## src/rtl/nf10_id_reader_defs.sv

```systemverilog
// nf10_id_reader_defs: shared state encoding, AXI read-response codes and
// buffer geometry used by the nf10_id_reader block and its buffer.
package nf10_id_reader_defs;

    // Read master sequencing: wait for start, present address, collect data.
    typedef enum logic [1:0] {
        ST_IDLE = 2'd0,
        ST_ADDR = 2'd1,
        ST_DATA = 2'd2
    } readerState_e;

    // AXI RRESP encodings
    localparam logic [1:0] RESP_OKAY   = 2'b00;
    localparam logic [1:0] RESP_SLVERR = 2'b10;
    localparam logic [1:0] RESP_DECERR = 2'b11;

    // err_code reported when the slave never answers; it shares DECERR's code
    // because a missing response is as fatal as an undecodable address.
    localparam logic [1:0] ERR_TIMEOUT = 2'b11;

    // Local buffer is always 16 words of 32 bits, regardless of run length.
    localparam int BUF_DEPTH = 16;
    localparam int WORD_W    = 32;

    // Byte offset of a 32-bit word inside the target's register map.
    function automatic logic [5:0] wordOffset(input logic [3:0] idx);
        return {idx, 2'b00};
    endfunction

endpackage

```

## src/rtl/nf10_id_reader_buf.sv

```systemverilog
// nf10_id_reader_buf: 16 x 32 identifier store with one write port and one
// registered read port. The array itself has no reset so that identifiers
// fetched before a reset can still be read afterwards.
module nf10_id_reader_buf
    import nf10_id_reader_defs::*;
#(
    parameter int NUM_WORDS = 16
) (
    input  logic              clk_i,
    input  logic              rst_ni,
    input  logic              wrEn_i,
    input  logic [3:0]        wrIdx_i,
    input  logic [WORD_W-1:0] wrData_i,
    input  logic [3:0]        rdIdx_i,
    output logic [WORD_W-1:0] rdData_o
);

    logic [WORD_W-1:0] mem_q [BUF_DEPTH];
    logic [WORD_W-1:0] rdData_q;
    logic              rdInRange;

    assign rdInRange = ({1'b0, rdIdx_i} < 5'(NUM_WORDS));

    // Capture accepted read data; intentionally no reset on the storage.
    always_ff @(posedge clk_i) begin
        if (wrEn_i) begin
            mem_q[wrIdx_i] <= wrData_i;
        end
    end

    // Registered read port; indices past the run length read as zero.
    always_ff @(posedge clk_i or negedge rst_ni) begin
        if (!rst_ni) begin
            rdData_q <= '0;
        end else begin
            rdData_q <= rdInRange ? mem_q[rdIdx_i] : '0;
        end
    end

    assign rdData_o = rdData_q;

endmodule

```

## src/rtl/nf10_id_reader.sv

```systemverilog
// nf10_id_reader: AXI4-Lite read-only master that fetches C_NUM_WORDS
// consecutive 32-bit identifier words starting at C_TARGET_BASEADDR into a
// local buffer, one outstanding read at a time, and reports done or error.
// Optional feature: define ID_READER_TIMEOUT_EN to abort a read whose data
// does not arrive within C_TIMEOUT_CYCLES cycles (err_code 2'b11).
module nf10_id_reader
    import nf10_id_reader_defs::*;
#(
    parameter int                            C_M_AXI_DATA_WIDTH = 32,
    parameter int                            C_M_AXI_ADDR_WIDTH = 32,
    parameter logic [C_M_AXI_ADDR_WIDTH-1:0] C_TARGET_BASEADDR  = '0,
    parameter int                            C_NUM_WORDS        = 16,
    parameter int                            C_TIMEOUT_CYCLES   = 256
) (
    input  logic                          M_AXI_ACLK,
    input  logic                          M_AXI_ARESETN,
    input  logic                          start,
    output logic                          busy,
    output logic                          done,
    output logic                          error,
    output logic [3:0]                    err_index,
    output logic [1:0]                    err_code,
    input  logic [3:0]                    buf_addr,
    output logic [WORD_W-1:0]             buf_data,
    output logic [C_M_AXI_ADDR_WIDTH-1:0] M_AXI_ARADDR,
    output logic                          M_AXI_ARVALID,
    input  logic                          M_AXI_ARREADY,
    output logic [2:0]                    M_AXI_ARPROT,
    input  logic [C_M_AXI_DATA_WIDTH-1:0] M_AXI_RDATA,
    input  logic [1:0]                    M_AXI_RRESP,
    input  logic                          M_AXI_RVALID,
    output logic                          M_AXI_RREADY
);

    // Reject configurations the buffer and datapath cannot represent.
    if (C_M_AXI_DATA_WIDTH != 32 || C_NUM_WORDS < 1 || C_NUM_WORDS > 16 ||
        C_TIMEOUT_CYCLES < 1) begin : g_paramCheck
        $error("nf10_id_reader: unsupported parameter combination");
    end

    readerState_e                  state_q;
    logic                          arvalid_q;
    logic                          rready_q;
    logic                          busy_q;
    logic                          done_q;
    logic                          error_q;
    logic [3:0]                    idx_q;
    logic [3:0]                    errIndex_q;
    logic [1:0]                    errCode_q;
    logic [C_M_AXI_ADDR_WIDTH-1:0] araddr_q;

    logic [3:0]                    idxNext_d;
    logic [C_M_AXI_ADDR_WIDTH-1:0] araddrNext_d;
    logic                          lastWord;
    logic                          bufWe;

`ifdef ID_READER_TIMEOUT_EN
    logic [31:0]                   toCnt_q;
`endif

    assign lastWord = (idx_q == 4'(C_NUM_WORDS - 1));
    assign bufWe    = (state_q == ST_DATA) && M_AXI_RVALID && (M_AXI_RRESP == RESP_OKAY);

    // Address of the following word, computed at full width so it wraps naturally.
    always_comb begin
        idxNext_d    = idx_q + 4'd1;
        araddrNext_d = C_TARGET_BASEADDR + C_M_AXI_ADDR_WIDTH'(wordOffset(idxNext_d));
    end

    // Read sequencer with all handshake and status outputs registered.
    always_ff @(posedge M_AXI_ACLK or negedge M_AXI_ARESETN) begin
        if (!M_AXI_ARESETN) begin
            state_q    <= ST_IDLE;
            arvalid_q  <= 1'b0;
            rready_q   <= 1'b1;
            busy_q     <= 1'b0;
            done_q     <= 1'b0;
            error_q    <= 1'b0;
            idx_q      <= '0;
            errIndex_q <= '0;
            errCode_q  <= '0;
            araddr_q   <= C_TARGET_BASEADDR;
`ifdef ID_READER_TIMEOUT_EN
            toCnt_q    <= '0;
`endif
        end else begin
            case (state_q)
                ST_IDLE: begin
                    if (start) begin
                        done_q    <= 1'b0;
                        error_q   <= 1'b0;
                        idx_q     <= '0;
                        araddr_q  <= C_TARGET_BASEADDR;
                        arvalid_q <= 1'b1;
                        rready_q  <= 1'b0;
                        busy_q    <= 1'b1;
                        state_q   <= ST_ADDR;
                    end
                end
                ST_ADDR: begin
                    if (M_AXI_ARREADY) begin
                        arvalid_q <= 1'b0;
                        rready_q  <= 1'b1;
                        state_q   <= ST_DATA;
`ifdef ID_READER_TIMEOUT_EN
                        toCnt_q   <= '0;
`endif
                    end
                end
                ST_DATA: begin
                    if (M_AXI_RVALID) begin
                        if (M_AXI_RRESP != RESP_OKAY) begin
                            error_q    <= 1'b1;
                            errIndex_q <= idx_q;
                            errCode_q  <= M_AXI_RRESP;
                            busy_q     <= 1'b0;
                            state_q    <= ST_IDLE;
                        end else if (lastWord) begin
                            done_q  <= 1'b1;
                            busy_q  <= 1'b0;
                            state_q <= ST_IDLE;
                        end else begin
                            idx_q     <= idxNext_d;
                            araddr_q  <= araddrNext_d;
                            arvalid_q <= 1'b1;
                            rready_q  <= 1'b0;
                            state_q   <= ST_ADDR;
                        end
`ifdef ID_READER_TIMEOUT_EN
                    end else if (toCnt_q == 32'(C_TIMEOUT_CYCLES - 1)) begin
                        error_q    <= 1'b1;
                        errIndex_q <= idx_q;
                        errCode_q  <= ERR_TIMEOUT;
                        busy_q     <= 1'b0;
                        state_q    <= ST_IDLE;
                    end else begin
                        toCnt_q <= toCnt_q + 32'd1;
`endif
                    end
                end
                default: begin
                    state_q <= ST_IDLE;
                end
            endcase
        end
    end

    nf10_id_reader_buf #(
        .NUM_WORDS (C_NUM_WORDS)
    ) u_buf (
        .clk_i    (M_AXI_ACLK),
        .rst_ni   (M_AXI_ARESETN),
        .wrEn_i   (bufWe),
        .wrIdx_i  (idx_q),
        .wrData_i (M_AXI_RDATA[WORD_W-1:0]),
        .rdIdx_i  (buf_addr),
        .rdData_o (buf_data)
    );

    assign M_AXI_ARADDR  = araddr_q;
    assign M_AXI_ARVALID = arvalid_q;
    assign M_AXI_ARPROT  = 3'b000;
    assign M_AXI_RREADY  = rready_q;
    assign busy          = busy_q;
    assign done          = done_q;
    assign error         = error_q;
    assign err_index     = errIndex_q;
    assign err_code      = errCode_q;

endmodule

```

## config.mk

```make
export PLATFORM = sky130hd
export DESIGN_NAME = nf10_id_reader
export DESIGN_NICKNAME = d
export VERILOG_FILES = /design/src/rtl/nf10_id_reader_defs.sv /design/src/rtl/nf10_id_reader_buf.sv /design/src/rtl/nf10_id_reader.sv
export SDC_FILE = /design/constraint.sdc
export NUM_CORES = 1
export LEC_CHECK = 0
export BUFFER_PORTS_ARGS = -buffer_cell sky130_fd_sc_hd__buf_2
export CAP_MARGIN = 20
export CORE_MARGIN = 1.5
export CORE_UTILIZATION = 54
export DETAILED_ROUTE_END_ITERATION = 8
export PLACE_DENSITY_LB_ADDON = 0.2
export SYNTH_ARGS = -nofsm -noshare
export SYNTH_HDL_FRONTEND = slang
export SYNTH_SLANG_ARGS = --single-unit
```

## constraint.sdc

```tcl
create_clock -name M_AXI_ACLK -period 2.7 [get_ports M_AXI_ACLK]
set_input_delay 0.135 -clock M_AXI_ACLK [delete_from_list [all_inputs] [get_ports M_AXI_ACLK]]
set_output_delay 0.135 -clock M_AXI_ACLK [all_outputs]
set_load 0.05 [all_outputs]
```

Word-level counts from Yosys, hierarchy flattened
Memories as Yosys holds them, arrays and structs flattened. A register that Yosys moved wholly into a read port is not among the register bits.
Cells that the tools add are included.

word-level totals
  bits in registers = 49
  memory bits (writable) = 512
  input bits = 43
  output and inout port bits = 78
  logic and storage cells = 79
  memories = 1

memory list
  name         words  width  read ports  clocked after Yosys merged registers in  wr ports  RTL line                  text
  u_buf.mem_q  16     32     1           1                                        1         nf10_id_reader_buf.sv:18  logic [WORD_W-1:0] mem_q [BUF_DEPTH];

operators by class
  $add $sub $neg = 1
  equality and inequality tests = 11
  multiplexer cells = 41
  reduce and logical (&&, ||, !) cells = 15

operators by type and width
  operator             number
  $mux 32              4
  $pmux 32 s2          1
  $mux 1               22
  $mux 4               4
  $ne 2x2->1 const B   6
  $reduce_and 5->1     2
  $pmux 4 s2           1
  $reduce_and 4->1     2
  $mux 2               3
  $pmux 1 s2           3
  $pmux 1 s3           2
  $pmux 2 s3           1
  $reduce_and 3->1     2
  $reduce_and 6->1     1
  $add 4x1->4 const B  1
  $eq 4x4->1 const B   1
  $logic_not 2->1      2
  $reduce_bool 2->1    2
  $ne 3x2->1 const B   1
  $reduce_bool 3->1    1
  $eq 2x1->1 const B   1
  $eq 2x2->1 const B   1
  $logic_and 1x1->1    2
  $ne 2x1->1 const B   1
  $logic_not 1->1      1

Logic depth before layout (Yosys ltp)
  depth after elaboration = 5
  gate-level depth with buffers = 5
  gate-level depth less buffers = 5

Cells and area by module
From an unflattened synthesis, not the netlist that was laid out.

unflattened totals
  cell total of the unflattened synthesis = 942
  area total of the unflattened synthesis = 21,027.7 µm²

modules (own cells, without submodules)
  module              times used  cells each  area an instance (µm²)  seq. area each (µm²)
  nf10_id_reader_buf  1           838         19,995.4                16,175.5
  nf10_id_reader      1           104         1,032.2                 426.7

Worst setup path after synthesis
OpenSTA, ideal clock, no wires.

  path type = register -> register
  start point = register, netlist name M_AXI_ARADDR[2]
  end point = memory u_buf.mem_q[15][0], enable pin
  setup time = 0.423 ns
  arrival time = 2.574 ns
  required time = 2.277 ns
  slack = -0.296 ns
  cell stages (with the launch flop) = 4
  path buffers = 0
  period minus slack after synthesis = 2.996 ns
  cell sequence = dfrtp_1 > ha_1 > nand3_1 > nor2_1

RTL lines
  what           RTL line
  end, declared  nf10_id_reader_buf.sv:18

Final worst setup path
  start point = register state_q[0]
  end point = memory u_buf.mem_q[3][26], enable pin

between the ends
  longest elaborated chain between the ends = 5

RTL lines
  what                             RTL line                  text
  start, declared                  nf10_id_reader.sv:41      readerState_e state_q;
  start signal, assigned           nf10_id_reader.sv:73      state_q <= ST_IDLE;
  start signal, assigned           nf10_id_reader.sv:97      state_q <= ST_ADDR;
  start signal, assigned           nf10_id_reader.sv:104     state_q <= ST_DATA;
  $eq 2x2->1                       nf10_id_reader.sv:62      assign bufWe = (state_q == ST_DATA) && M_AXI_RVALID && (M_AXI_RRESP == RESP_OKAY);
  $logic_and 1x1->1 (2 in series)  nf10_id_reader.sv:62
  $mux 1                           nf10_id_reader_buf.sv:26  if (wrEn_i) begin
  $mux 1 (not written as such)     nf10_id_reader_buf.sv:27  mem_q[wrIdx_i] <= wrData_i;

Every way passes these cells.

==> impl_metrics.tcl <==
set metrics [dict create \
    timing_max_transition_violations_final 0 \
    vdd.ir_drop.worst_mv 0.574 \
    worstPathRequired_ns 2.96 \
    hold_class "primary input to flip-flop" \
    dieArea_um2 40200 \
    holdCritStartpoint "buf_addr[0]" \
    synth_seq_area_share_pct 78.8 \
    syn_inst 945 \
    end_kind "flip-flop" \
    antenna_found_initial 0 \
    wl_mm 39.6 \
    viasPerCell 5.70 \
    max_cap_viol_count 0 \
    die_h_um 201 \
    postRouteAntennaNets 0 \
    synth_edf_count 512 \
    gp_congestion 0.764 \
    numCtsBuffers 54 \
    outcome "completed" \
    crit_path_start_kind "flip-flop" \
    fin_crit_sh_pct 85.4 \
    initial_utilization_pct 54.6 \
    n_fill_cell 2670 \
    die_w_um 201 \
    regArea_um2 16600 \
    pwr-share-comb_pct 7.7 \
    antenna_cells 0 \
    avgRoutedWirePerCell_um 23.5 \
    max_freq_mhz 433 \
    crit_fanout 16 \
    hpwl_mm 21.9 \
    switching_power_mw 4.08 \
    finalSetupViolCount 0 \
    overflow 0 \
    yosysWarnings 0 \
    p_sw_share_pct 21.8 \
    num_rows 72 \
    hold_slack_ns 0.215 \
    synth.cell_area_um2 21100 \
    rr_startpoint "state_q[0]" \
    drive_above_1_share_pct 31.1 \
    avgSynthCellArea_um2 22.3 \
    tightestPinTransition_ns 0.897 \
    multi_input_area_um2 4150 \
    hold_viol_final 0 \
    async_flop_share_pct 8.73 \
    cts_tree "done" \
    clock-sinks 561 \
    final_cells 1682 \
    critPathArrivalTime_ns 2.56 \
    ys.flop_type "edfxtp_1" \
    internal_power_mw 14.6 \
    relSlewSlack_pct 39.6 \
    grt_pass1_vias 10100 \
    postLayoutCellArea_um2 24600 \
    syn2layout_area_growth_pct 16.6 \
    dpl_worst_slack_ns 0.421 \
    core_um2 38600 \
    p_seq_share_pct 51.7 \
    clk_pin_slew_ns 0.06 \
    cts_setup_buffers 0 \
    power_density_nw_per_um2 761 \
    drtPass1Iterations 5 \
    p_clk_share_pct 40.6 \
    rsz0062_at_grt "false" \
    grt_use_total_pct 20.4 \
    synth-seq-cells 561 \
    cts_resized 0 \
    cts_root_buffer "clkbuf_16" \
    drt_iter0_drc 656 \
    drcViolationCount 0 \
    tns_ns 0 \
    p_leak_nw 8.27 \
    h-tree-depth 2 \
    placed_area_um2 22400 \
    period_needed_ns 2.31 \
    p_total_mw 18.7 \
    cp-startpoint "state_q[0]" \
    portBuffers 89 \
    fin_util_pct 63.7 \
    ctsLongestPathBuffers 3 \
    grt_max_degree 52 \
    vias 9582 \
    crit_type "flip-flop to flip-flop" \
    worstSkewPairLatency_ns 0.59 \
    final.setup_skew_ns 0.0133 \
    grt_pass1_wl_mm 61.4 \
    ys_types 34 \
    dpl.cell_count 1541 \
    ios 121 \
    finalNetCount 1166 \
    fin_ws_ns 0.393 \
]
## registers in the layout, indices dropped and copies added, names as in the netlist
signal and cells:
M_AXI_ARVALID 1, error 1, state_q 2, M_AXI_RREADY 1
M_AXI_ARADDR 4, u_buf.rdData_o 32, u_buf.mem_q 512, err_code 2
done 1, busy 1, err_index 4
## final timing paths
check | cells after the start | end | slack [ns]
min | 4 | u_buf.rdData_o[24] | 0.22
min in group asynchronous | 3 | u_buf.rdData_o[7] | 0.25
max in group asynchronous | 3 | u_buf.rdData_o[16] | 1.95
min reg2reg | 2 | M_AXI_RREADY | 0.49
max | 4 | u_buf.mem_q[3][26] | 0.39
max reg2reg | 4 | u_buf.mem_q[3][26] | 0.39
## repair_timing
item                                    in CTS  in global routing
endpoints found under the setup margin       0                  0
endpoints found under the hold margin      568                  0
hold buffers                                40                  0
## power by group through the flow
stage | logic, mW | clock network [mW] | registers [mW]
after floorplan | 0.637 | 0 | 10.2
after global placement | 1.39 | 0 | 9.85
after detailed placement | 1.39 | 0 | 9.85
after CTS | 1.46 | 7.75 | 9.67
after global routing | 1.54 | 8.10 | 9.68
final | 1.45 | 7.59 | 9.67
## synthesized netlist by cell type, types with 6 or more instances
library cell | number | area share (%)
edfxtp_1 | 512 | 73
mux4_2 | 128 | 14
a22oi_1 | 64 | 2.3
dfrtp_1 | 48 | 5.7
buf_4 | 40 | 1.4
nand2_1 | 38 | 0.68
clkbuf_1 | 21 | 0.37
and2_1 | 12 | 0.36
buf_1 | 9 | 0.16
buf_2 | 8 | 0.19
o21ai_0 | 7 | 0.17
inv_1 | 6 | 0.11
mux2_2 | 6 | 0.32
nor2_1 | 6 | 0.11
## cells by family (layout without fill, tap and decap cells)
kind of cell,Yosys count,count (layout),share of synthesized area [%]
flip-flops,561,561,78.8
multiplexers,136,136,14.1
buffers and inverters,84,273,2.26
AO/OA/AOI/OAI,80,80,2.72
AND/OR/NAND/NOR,79,79,1.88
adder cells (fa/ha/maj),4,4,0.238
other,1,31,0.0178
## layout by cell type (no fill, tap or decap), types with 3 or more instances in the layout
cell           netlist  final
and2_2               4     16
clkinv_2             0     10
inv_1                6      6
edfxtp_1           512    512
buf_12               0     17
a22oi_1             64     64
clkbuf_16            0     57
bufinv_16            0      7
a21oi_1              3      3
dlygate4sd3_1        0     40
nor2_1               6      4
o21a_1               4      4
dfrtp_1             48     48
or2_2                3      3
mux2_2               6      6
clkbuf_1            21     16
buf_2                8     87
conb_1               1     31
o21ai_0              7      7
clkinv_1             0      8
buf_4               40     21
ha_1                 4      4
nand2_1             38     38
mux4_2             128    128
## critical path, cell delays in order, from the launching register on
cell,delay (ns)
dfrtp_1,0.41
nand3b_1,0.24
nor4_1,0.71
and2_2,0.28
buf_4,0.30
## routing by layer
metal / up-vias / track usage [%] / share of wire [%]
met2: 256 / 33.8 / 50
li1: 4218 / - / -
met3: 48 / 3.62 / 5.0
met4: 0 / 4.48 / 1.5
met5: - / 0 / 0
met1: 5060 / 28.9 / 44
## area by class of cell
class | instances | share of cell area [%]
Clock buffer | 74 | 6.10
Clock inverter | 27 | 1.24
Inverter | 6 | 0.0916
Multi-Input combinational cell | 330 | 16.9
Sequential cell | 561 | 67.6
Tap cell | 518 | 2.64
Timing Repair Buffer | 166 | 5.48
No activity file was read; power rests on OpenSTA's default activity.
